--- config.mk ---
export PLATFORM = sky130hd
export DESIGN_NAME = alu_cmd_issuer
export DESIGN_NICKNAME = d
export VERILOG_FILES = /design/src/rtl/alu_cmd_issuer.sv
export SDC_FILE = /design/constraint.sdc
export NUM_CORES = 1
export LEC_CHECK = 0
export BUFFER_PORTS_ARGS = -buffer_cell sky130_fd_sc_hd__buf_2
export CAP_MARGIN = 20
export CORE_AREA = 4 4 112 114
export DETAILED_ROUTE_END_ITERATION = 6
export DIE_AREA = 0 0 116 118
export MAX_ROUTING_LAYER = met4
export PLACE_DENSITY_LB_ADDON = 0.1
export SLEW_MARGIN = 0
export SYNTH_ARGS = -nofsm -noshare
export SYNTH_HDL_FRONTEND = slang
export SYNTH_SLANG_ARGS = --single-unit
--- constraint.sdc ---
create_clock -name clk -period 3.5 [get_ports clk]
set_clock_uncertainty 0.15 [all_clocks]
set_input_delay 0.875 -clock clk [delete_from_list [all_inputs] [get_ports clk]]
set_output_delay 0.875 -clock clk [all_outputs]
set_load 0.1 [all_outputs]
--- src/rtl/alu_cmd_issuer.sv ---
// Command FIFO feeding an external combinational ALU; one command is issued at a time and
// its result is held with a valid/ready handshake until the consumer takes it.
module alu_cmd_issuer #(
   parameter int unsigned DEPTH = 4
) (
   input  logic                     clk,
   input  logic                     rst,
   input  logic                     cmd_valid,
   output logic                     cmd_ready,
   input  logic [7:0]               cmd_a,
   input  logic [7:0]               cmd_b,
   input  logic [2:0]               cmd_sel,
   output logic [7:0]               alu_a,
   output logic [7:0]               alu_b,
   output logic [2:0]               alu_sel,
   input  logic [7:0]               alu_out,
   output logic                     res_valid,
   input  logic                     res_ready,
   output logic [7:0]               res_data,
   output logic                     res_err,
   output logic [$clog2(DEPTH):0]   cmd_count
);

   localparam int unsigned PW = $clog2(DEPTH);
   localparam int unsigned CW = PW + 1;

   typedef enum logic [1:0] {StIdle, StDrive, StResp} state_e;

   state_e          state_q, state_d;
   logic [18:0]     mem_q [DEPTH];
   logic [18:0]     mem_d [DEPTH];
   logic [PW-1:0]   wr_ptr_q, wr_ptr_d;
   logic [PW-1:0]   rd_ptr_q, rd_ptr_d;
   logic [CW-1:0]   count_q, count_d;
   logic [7:0]      alu_a_q, alu_a_d;
   logic [7:0]      alu_b_q, alu_b_d;
   logic [2:0]      alu_sel_q, alu_sel_d;
   logic [7:0]      res_data_q, res_data_d;
   logic            res_err_q, res_err_d;
   logic            push, pop;

   // Full blocks a push even when a pop happens in the same cycle.
   assign cmd_ready = (count_q != CW'(DEPTH));
   assign push      = cmd_valid & cmd_ready;

   always_comb begin
      state_d    = state_q;
      alu_a_d    = alu_a_q;
      alu_b_d    = alu_b_q;
      alu_sel_d  = alu_sel_q;
      res_data_d = res_data_q;
      res_err_d  = res_err_q;
      pop        = 1'b0;
      case (state_q)
         StIdle: begin
            if (count_q != '0) begin
               pop     = 1'b1;
               state_d = StDrive;
            end
         end
         StDrive: begin
            if (alu_sel_q == 3'b111 && alu_b_q == 8'h00) begin
               res_data_d = 8'hFF;
               res_err_d  = 1'b1;
            end else begin
               res_data_d = alu_out;
               res_err_d  = 1'b0;
            end
            state_d = StResp;
         end
         StResp: begin
            if (res_ready) begin
               if (count_q != '0) begin
                  pop     = 1'b1;
                  state_d = StDrive;
               end else begin
                  state_d = StIdle;
               end
            end
         end
         default: state_d = StIdle;
      endcase
      if (pop) begin
         {alu_a_d, alu_b_d, alu_sel_d} = mem_q[rd_ptr_q];
      end
   end

   always_comb begin
      mem_d    = mem_q;
      wr_ptr_d = wr_ptr_q;
      rd_ptr_d = rd_ptr_q;
      if (push) begin
         mem_d[wr_ptr_q] = {cmd_a, cmd_b, cmd_sel};
         wr_ptr_d        = wr_ptr_q + PW'(1);
      end
      if (pop) begin
         rd_ptr_d = rd_ptr_q + PW'(1);
      end
      case ({push, pop})
         2'b10:   count_d = count_q + CW'(1);
         2'b01:   count_d = count_q - CW'(1);
         default: count_d = count_q;
      endcase
   end

   always_ff @(posedge clk) begin
      if (rst) begin
         state_q    <= StIdle;
         mem_q      <= '{default: '0};
         wr_ptr_q   <= '0;
         rd_ptr_q   <= '0;
         count_q    <= '0;
         alu_a_q    <= 8'h00;
         alu_b_q    <= 8'h00;
         alu_sel_q  <= 3'b000;
         res_data_q <= 8'h00;
         res_err_q  <= 1'b0;
      end else begin
         state_q    <= state_d;
         mem_q      <= mem_d;
         wr_ptr_q   <= wr_ptr_d;
         rd_ptr_q   <= rd_ptr_d;
         count_q    <= count_d;
         alu_a_q    <= alu_a_d;
         alu_b_q    <= alu_b_d;
         alu_sel_q  <= alu_sel_d;
         res_data_q <= res_data_d;
         res_err_q  <= res_err_d;
      end
   end

   assign alu_a     = alu_a_q;
   assign alu_b     = alu_b_q;
   assign alu_sel   = alu_sel_q;
   assign res_data  = res_data_q;
   assign res_err   = res_err_q;
   assign res_valid = (state_q == StResp);
   assign cmd_count = count_q;

endmodule

==> flow_metrics.env, run 1 <==
export IMPL_setup_viol=0
export IMPL_synth_fp_nets=491
export IMPL_ir_drop_mv=0.760
export IMPL_first_global_vias=3483
export IMPL_ios=64
export IMPL_detail_route_antenna_nets=0
export IMPL_syn_area_per_cell_sq_um=11.1
export IMPL_yosys_top_cells_area="dfxtp_1 (45%), mux2i_1 (15%), nand2b_1 (14%), mux4_2 (8.5%), o2bb2ai_1 (3.3%)"
export IMPL_rr_worst_depth=8
export IMPL_fp_dieH_um=118
export IMPL_ys_seq_area_share_pct=45.0
export IMPL_drive_gt1_share_pct=23.9
export IMPL_critPathLaunchType="flip-flop"
export IMPL_cts_root_buf="clkbuf_16"
export IMPL_synth_cells=454
export IMPL_cts_setup_buffers=0
export IMPL_final_common_cell="nand2b_1"
export IMPL_rsz0062_at_grt="false"
export IMPL_dr_first_iter_drc_count=148
export IMPL_report_final_slew_viol_count=0
export IMPL_diodes=0
export IMPL_path_cells="or3b_4, buf_2"
export IMPL_grt_pass1_wl_um=18400
export IMPL_clockBufferDepth=2
export IMPL_layout_common_cells="nand2b_1 (116), dfxtp_1 (113), mux2i_1 (76), buf_2 (63)"
export IMPL_clock_latency_ns=0.40
export IMPL_path_max_fanout=12
export IMPL_post_drt_wl_per_cell_um=16.6
export IMPL_dr_pass1_iters=4
export IMPL_area_growth_pct=19.4
export IMPL_antenna_found_initial=0
export IMPL_ys_seq_elements=113
export IMPL_cp_arrival_ns=1.59
export IMPL_fp_dieW_um=116
export IMPL_final_cells=670
export IMPL_synth_area_sq_um=5030
export IMPL_worst_pin_slew_ns=1.02
export IMPL_drcViolationCount=0
export IMPL_cts_tree="built"
export IMPL_status="complete, no violations"
export IMPL_via_count=3432
export IMPL_max_freq_ghz=0.383
export IMPL_dp_hpwl_um=7180
export IMPL_finalSetupTns_ns=0
export IMPL_min_period_ns=2.61
export IMPL_p_leak_nw=2.59
export IMPL_dp_cells=639
export IMPL_hold_path_class="flip-flop to flip-flop"
export IMPL_cp_slowest_cell="or3b_4"
export IMPL_wirelength_um=11100
export IMPL_core_sq_um=11400
export IMPL_grt_ovfl_total=0
export IMPL_synthDistinctLibCells=35
export IMPL_ys_warn_count=0
export IMPL_dieArea_sq_um=13700
export IMPL_clock_sinks=113
export IMPL_max_stage_delay_ns=0.48
export IMPL_gp_congestion=0.734
export IMPL_fin_nets=552
export IMPL_slew_headroom_pct=31.9
export IMPL_numPortBuffers=63
export IMPL_netlist_area_leader_share_pct=45.0
export IMPL_cap_violations=0
export IMPL_grt_max_degree=54
export IMPL_rows=39
export IMPL_cts_buffers=17
export IMPL_whs_path_depth=2
export IMPL_viasPerCell=5.12
export IMPL_cts_resized=0
export IMPL_critPathKind="flip-flop to primary output"
export IMPL_cts_htree_levels=4
export IMPL_clk_pin_slew_ns=0.05
export IMPL_yosysTopAreaCell="dfxtp_1"
export IMPL_start_util_pct=44.0
export IMPL_endpoint_kind="primary output"
export IMPL_min_period_over_period_pct=74.6
export IMPL_gr_usage_all_layers_pct=17.8
export IMPL_hold_viol_final=0
export IMPL_cp_required_ns=2.47
export IMPL_hold_buffers=0
export IMPL_power_density_nw_per_um2=779
-- power breakdown --
group | switching [mW] | internal (mW)
registers | 0.125 | 1.44
logic | 1.08 | 0.423
clock network | 0.559 | 1.04
-- worst max-delay path, delay by kind of cell (launching register included) --
kind / cells / cell delay, ns
buffers and inverters: 1 / 0.32
and+or+nand+nor: 1 / 0.48
DFF: 1 / 0.39
-- stage by stage --
stage	worst slack (ns)	utilization (%)	hold WS [ns]	power [mW]	cell area [sq um]
floorplan	0.312	-	0.296	2.80	5030
global placement	0.870	47.7	0.295	3.09	5450
detailed placement	0.816	47.7	0.296	3.11	5450
CTS	0.868	52.5	0.303	4.73	6000
global route	0.819	52.5	0.320	4.92	6000
finish	0.888	52.5	0.300	4.68	6000
-- cell families (layout without fill, tap and decap cells) --
kind of cell / Yosys count / in the layout / synth area share [%]
AND/OR/NAND/NOR: 153 / 153 / 18.7
flip-flops: 113 / 113 / 45.0
multiplexers: 96 / 96 / 23.9
buffers and inverters: 45 / 118 / 4.53
AO/OA/AOI/OAI: 39 / 39 / 5.87
adder cells (fa/ha/maj): 6 / 6 / 1.64
XOR/XNOR: 2 / 2 / 0.349
-- layout make-up --
class                      count  area (sq um)
multi-input combinational    296          2550
tap                          143           179
inverter                      13          48.8
fill                        1043          5420
clock inverter                 5          52.6
timing repair buffer          74           410
clock buffer                  26           499
sequential                   113          2260
-- path summary, 6_finish.rpt --
| kind | from | to | slack (ns) |
|---|---|---|---|
| min | res_err | res_err | 0.30 |
| min reg2reg | res_err | res_err | 0.30 |
| max reg2reg | cmd_count[2] | cmd_count[2] | 1.11 |
| max | cmd_count[2] | cmd_ready | 0.89 |
-- per-layer routing --
| metal | GRT usage, % | vias up | routed length (um) |
|---|---|---|---|
| met2 | 25.6 | 63 | 4970 |
| met4 | 6.53 | 0 | 163 |
| met3 | 4.78 | 15 | 484 |
| li1 | - | 1699 | - |
| met1 | 23.8 | 1655 | 5510 |
| met5 | - | - | 0 |
-- state kept, by name, summed over array words and instances (netlist names) --
name / cells
mem_q: 76
alu_a: 8
alu_b: 8
res_data: 8
alu_sel: 3
cmd_count: 3
rd_ptr_q: 2
state_q: 2
wr_ptr_q: 2
res_err: 1
-- Yosys cell counts --
cell type,count
inv_1,13
o21ai_0,1
or3b_4,1
nor4b_1,2
xor2_1,2
nand2_1,2
buf_6,6
dfxtp_1,113
nor3_1,3
clkbuf_1,18
o2bb2ai_1,19
or3_1,1
fa_1,1
a31oi_1,1
and3_4,2
nor2b_1,4
mux2_2,1
nand4_1,1
buf_2,5
nand3_2,1
mux2i_1,76
nor4bb_1,1
or4_1,1
nor4_1,1
mux4_2,19
nor2_1,12
a21o_1,2
a211oi_1,8
a21oi_1,7
buf_1,1
o31ai_1,1
nand2b_1,116
buf_4,2
nand3_1,5
ha_1,5
No activity file was read; power rests on OpenSTA's default activity.
==> run 2: changes to the inputs <==
--- a/config.mk
+++ b/config.mk
@@ -5,11 +5,12 @@
 export SDC_FILE = /design/constraint.sdc
 export NUM_CORES = 1
 export LEC_CHECK = 0
+export ABC_AREA = 1
 export BUFFER_PORTS_ARGS = -buffer_cell sky130_fd_sc_hd__buf_2
 export CAP_MARGIN = 20
-export CORE_AREA = 4 4 112 114
+export CORE_AREA = 4 4 116 118
 export DETAILED_ROUTE_END_ITERATION = 6
-export DIE_AREA = 0 0 116 118
+export DIE_AREA = 0 0 120 122
 export MAX_ROUTING_LAYER = met4
 export PLACE_DENSITY_LB_ADDON = 0.1
 export SLEW_MARGIN = 0
==> constraint.sdc (replaced) <==
create_clock -name clk -period 2.4 [get_ports clk]
set_clock_uncertainty 0.15 [all_clocks]
set_input_delay 0.6 -clock clk [delete_from_list [all_inputs] [get_ports clk]]
set_output_delay 0.6 -clock clk [all_outputs]
set_load 0.1 [all_outputs]
==> flow_metrics.env, run 2 <==
export IMPL_via_count=5016
export IMPL_fp_dieH_um=122
export IMPL_dp_cells=1066
export IMPL_numPortBuffers=63
export IMPL_endpoint_kind="primary output"
export IMPL_gr_usage_all_layers_pct=19.2
export IMPL_netlist_area_leader_share_pct=42.1
export IMPL_min_period_over_period_pct=89.5
export IMPL_report_final_slew_viol_count=0
export IMPL_synthFlopType="dfxtp_1"
export IMPL_whs_path_depth=2
export IMPL_largest_reg_flops=76
export IMPL_critPathKind="flip-flop to primary output"
export IMPL_final_cells=1098
export IMPL_cts_root_buf="clkbuf_16"
export IMPL_area_growth_pct=19.2
export IMPL_drive_gt1_share_pct=13.0
export IMPL_status="complete, no violations"
export IMPL_cap_violations=0
export IMPL_reg2reg_from="cmd_count[0]"
export IMPL_layout_common_cells="nand2_1 (304), nor2_1 (207), dfxtp_1 (110), inv_1 (106), buf_2 (63)"
export IMPL_synthTopCellsByCount="nand2_1 (304), nor2_1 (207), dfxtp_1 (113), inv_1 (106), nand3_1 (45)"
export IMPL_core_sq_um=12500
export IMPL_synthArstFlopShare_pct=0
export IMPL_rows=41
export IMPL_max_freq_ghz=0.465
export IMPL_dr_first_iter_drc_count=298
export IMPL_worst_pin_slew_ns=0.599
export IMPL_critPathLaunchType="flip-flop"
export IMPL_regArea_sq_um=2270
export IMPL_rrSetupSlack_ns=0.47
export IMPL_viasPerCell=4.57
export IMPL_setup_viol=0
export IMPL_ios=64
export IMPL_cts_tree="built"
export IMPL_min_period_ns=2.15
export IMPL_layout_setup_ws_ns=0.251
export IMPL_power_density_nw_per_um2=1370
export IMPL_synth_fp_nets=898
export IMPL_cts_htree_levels=4
export IMPL_rsz0062_at_grt="false"
export IMPL_synth_area_sq_um=5370
export IMPL_regToRegEndpoint="cmd_count[2]"
export IMPL_setup_worst_path_start="cmd_count[1]"
export IMPL_regMostFlops="mem_q"
export IMPL_grt_max_degree=64
export IMPL_yosys_top_cells_area="dfxtp_1 (42%), nand2_1 (21%), nor2_1 (14%), inv_1 (7.4%), nand3_1 (4.2%)"
export IMPL_hold_end="wr_ptr_q[1]"
export IMPL_min_from="rst"
export IMPL_synth_edf_count=0
export IMPL_cts_setup_buffers=0
export IMPL_dp_hpwl_um=8220
export IMPL_start_util_pct=43.1
export IMPL_hold_buffers=0
export IMPL_drcViolationCount=0
export IMPL_synth_cells=861
export IMPL_path_max_fanout=8
export IMPL_dr_pass1_iters=7
export IMPL_ir_drop_mv=0.762
export IMPL_clk_pin_slew_ns=0.05
export IMPL_dieArea_sq_um=14600
export IMPL_p_leak_nw=3.63
export IMPL_slew_headroom_pct=60.0
export IMPL_totalPowerFinal_mw=8.76
export IMPL_hold_path_class="primary input to flip-flop"
export IMPL_post_drt_wl_per_cell_um=11.8
export IMPL_place_ws_ns=0.159
export IMPL_dpl_cell_area_sq_um=5790
export IMPL_cp_required_ns=1.65
export IMPL_cts_resized=0
export IMPL_rr_worst_depth=12
export IMPL_ys_seq_area_share_pct=42.1
export IMPL_gp_congestion=0.726
export IMPL_ys_warn_count=0
export IMPL_fp_dieW_um=120
export IMPL_fin_nets=950
export IMPL_synth_most_common_cell="nand2_1"
export IMPL_diodes=0
export IMPL_detail_route_antenna_nets=0
export IMPL_cp_arrival_ns=1.40
export IMPL_cts_buffers=17
export IMPL_clock_latency_ns=0.41
export IMPL_syn_area_per_cell_sq_um=6.24
export IMPL_yosysTopAreaCell="dfxtp_1"
export IMPL_n_fill_cell=1298
export IMPL_clock_sinks=113
export IMPL_synthDistinctLibCells=18
export IMPL_clockBufferDepth=2
export IMPL_ys_seq_elements=113
export IMPL_multi_input_area_sq_um=2420
export IMPL_grt_pass1_wl_um=21700
export IMPL_first_global_vias=4866
export IMPL_design_area_sq_um=6400
export IMPL_wirelength_um=13000
export IMPL_final_common_cell="nand2_1"
export IMPL_grt_ovfl_total=0
export IMPL_hold_viol_final=0
export IMPL_antenna_found_initial=0
[run 2: power by group]
| part | switching, mW | total [mW] | internal, mW |
|---|---|---|---|
| logic | 2.90 | 3.76 | 0.866 |
| clock network | 0.846 | 2.62 | 1.77 |
| registers | 0.147 | 2.38 | 2.24 |
| total | 3.89 | 8.76 | 4.88 |
[run 2: per-layer routing]
| layer | share of wire, % | routed length (um) | track usage, % |
|---|---|---|---|
| met5 | 0 | 0 | - |
| met4 | 1.7 | 220 | 8.59 |
| met3 | 3.6 | 462 | 4.18 |
| met2 | 50 | 6530 | 34.1 |
| met1 | 44 | 5750 | 20.6 |
[run 2: cell type report]
| type | instances | area share [%] |
|---|---|---|
| clock buffers | 20 | 7.13 |
| clock inverters | 12 | 2.54 |
| inverters | 110 | 6.45 |
| multi-input cells | 594 | 37.8 |
| flip-flops and latches | 113 | 35.4 |
| well taps | 172 | 3.36 |
| repair buffers | 77 | 7.35 |
[run 2: how the worst max path moves through the flow]
stage,endpoint,cells after the start
2_1_floorplan,cmd_count[2],11
3_5_place_dp,cmd_count[2],14
3_3_place_gp,cmd_count[2],14
4_1_cts,cmd_ready,3
6_report,cmd_ready,3
5_1_grt,cmd_ready,3
[run 2: cell families after synthesis]
kind of cell | after synthesis | share of synthesized area, %
DFF | 113 | 42.1
adders and majority gates | 6 | 1.54
AOI/OAI and AO/OA | 27 | 2.56
buffers and inverters | 154 | 12.8
and+or+nand+nor | 561 | 41.0
[run 2: metrics by stage]
step                utilization [%]  hold WS, ns  setup TNS (ns)
detailed placement             46.4        0.318               0
finish                         51.4        0.291               0
global route                   51.4        0.286               0
CTS                            51.4        0.275               0
floorplan                         -        0.283         -0.0782
global placement               46.4        0.297               0
[run 2: critical path, cell delays in order (launching register included)]
cell,delay (ns)
dfxtp_2,0.34
inv_2,0.06
nand3_4,0.13
buf_2,0.45
==> run 3: changes to the inputs <==
--- a/config.mk
+++ b/config.mk
@@ -8,9 +8,9 @@
 export ABC_AREA = 1
 export BUFFER_PORTS_ARGS = -buffer_cell sky130_fd_sc_hd__buf_2
 export CAP_MARGIN = 20
-export CORE_AREA = 4 4 116 118
+export CORE_AREA = 4 4 115 117
 export DETAILED_ROUTE_END_ITERATION = 6
-export DIE_AREA = 0 0 120 122
+export DIE_AREA = 0 0 119 121
 export MAX_ROUTING_LAYER = met4
 export PLACE_DENSITY_LB_ADDON = 0.1
 export SLEW_MARGIN = 0
==> flow_metrics.env, run 3 (synthesized netlist as in run 2, its figures left out) <==
export IMPL_status="complete, no violations"
export IMPL_dpl_cell_area_sq_um=5730
export IMPL_gp_congestion=0.752
export IMPL_cp_arrival_ns=1.41
export IMPL_clock_latency_ns=0.41
export IMPL_gr_usage_all_layers_pct=19.6
export IMPL_holdWs_ns=0.291
export IMPL_cts_tree="built"
export IMPL_dp_hpwl_um=8010
export IMPL_ios=64
export IMPL_numPortBuffers=63
export IMPL_grt_busiest_layer="met2"
export IMPL_rrSetupSlack_ns=0.48
export IMPL_path_max_fanout=8
export IMPL_drive_gt1_share_pct=12.8
export IMPL_setup_viol=0
export IMPL_wirelength_um=13100
export IMPL_regArea_sq_um=2270
export IMPL_area_growth_pct=19.5
export IMPL_layout_setup_ws_ns=0.243
export IMPL_dr_first_iter_drc_count=290
export IMPL_globalRouteMet3Util_pct=4.38
export IMPL_min_period_over_period_pct=89.9
export IMPL_n_fill_cell=1266
export IMPL_dr_pass1_iters=5
export IMPL_min_period_ns=2.16
export IMPL_clockBufferDepth=2
export IMPL_endpoint_kind="primary output"
export IMPL_detail_route_antenna_nets=0
export IMPL_p_leak_nw=3.63
export IMPL_grtUsageMet1_pct=21.8
export IMPL_cts_resized=0
export IMPL_report_final_slew_viol_count=0
export IMPL_cap_violations=0
export IMPL_start_util_pct=43.4
export IMPL_final_common_cell="nand2_1"
export IMPL_dieArea_sq_um=14400
export IMPL_grt_ovfl_total=0
export IMPL_hold_path_class="primary input to flip-flop"
export IMPL_rows=41
export IMPL_core_sq_um=12400
export IMPL_drcViolationCount=0
export IMPL_rsz0062_at_grt="false"
export IMPL_fp_dieW_um=119
export IMPL_cts_setup_buffers=0
export IMPL_cts_root_buf="clkbuf_16"
export IMPL_ir_drop_mv=0.736
export IMPL_power_density_nw_per_um2=1410
export IMPL_via_count=4954
export IMPL_clock_sinks=113
export IMPL_grt_max_degree=80
export IMPL_cts_htree_levels=4
export IMPL_layout_common_cells="nand2_1 (304), nor2_1 (207), dfxtp_1 (110), inv_1 (106), buf_2 (63)"
export IMPL_critPathKind="flip-flop to primary output"
export IMPL_grt_util_met2_pct=34.3
export IMPL_hold_buffers=0
export IMPL_fin_util_pct=51.9
export IMPL_fin_nets=948
export IMPL_place_ws_ns=0.163
export IMPL_cts_buffers=17
export IMPL_viasPerCell=4.52
export IMPL_post_drt_wl_per_cell_um=12.0
export IMPL_clk_pin_slew_ns=0.05
export IMPL_antenna_found_initial=0
export IMPL_multi_input_area_sq_um=2420
export IMPL_cp_required_ns=1.65
export IMPL_largest_reg_flops=76
export IMPL_dp_cells=1064
export IMPL_worst_pin_slew_ns=0.644
export IMPL_design_area_sq_um=6420
export IMPL_max_freq_ghz=0.464
export IMPL_regMostFlops="mem_q"
export IMPL_first_global_vias=4750
export IMPL_fp_dieH_um=121
export IMPL_diodes=0
export IMPL_critPathLaunchType="flip-flop"
export IMPL_slew_headroom_pct=57.0
export IMPL_hold_viol_final=0
export IMPL_final_cells=1096
export IMPL_grt_pass1_wl_um=21800
## run 3: cell count changes in the layout (fill, tap and decap cells not counted), sizes merged
cell,previous run,this run
clkbuf,20,22
bufinv,4,6
clkinv,7,3
buf,77,75
## run 3: critical path: stages, from the launching register on
cell and delay [ns]:
dfxtp_2 0.34, inv_2 0.06, nand3_4 0.13, buf_2 0.45
## run 3: area by class of cell
class / count / share of cell area [%]
clock buffers: 22 / 7.54
multi-input cells: 594 / 37.7
inverters: 110 / 6.43
flip-flops and latches: 113 / 35.3
repair buffers: 75 / 6.51
clock inverters: 10 / 3.16
well taps: 172 / 3.35
## run 3: through the flow
step	setup TNS, ns	power, mW
after floorplan	-0.0782	5.49
after global placement	0	6.13
after detailed placement	0	6.20
after CTS	0	9.14
after global routing	0	9.63
final	0	9.04
## run 3: metal layers
| metal | part of all wire [%] | vias up |
|---|---|---|
| met3 | 5.2 | 14 |
| met1 | 44 | 2206 |
| li1 | - | 2631 |
| met2 | 50 | 103 |
| met5 | 0 | - |
| met4 | 1.5 | 0 |
## run 3: worst paths after layout
| check | start | to | depth (start not counted) |
|---|---|---|---|
| worst max register to register | cmd_count[0] | cmd_count[2] | 12 |
| worst min register to register | state_q[1] | state_q[1] | 1 |
| worst min-delay path | rst | wr_ptr_q[1] | 2 |
| worst max-delay path | cmd_count[1] | cmd_ready | 3 |
## run 3: where the power goes
part | switching [mW] | internal, mW | total (mW)
registers | 0.146 | 2.24 | 2.38
logic | 2.91 | 0.843 | 3.75
clock network | 0.857 | 2.05 | 2.91
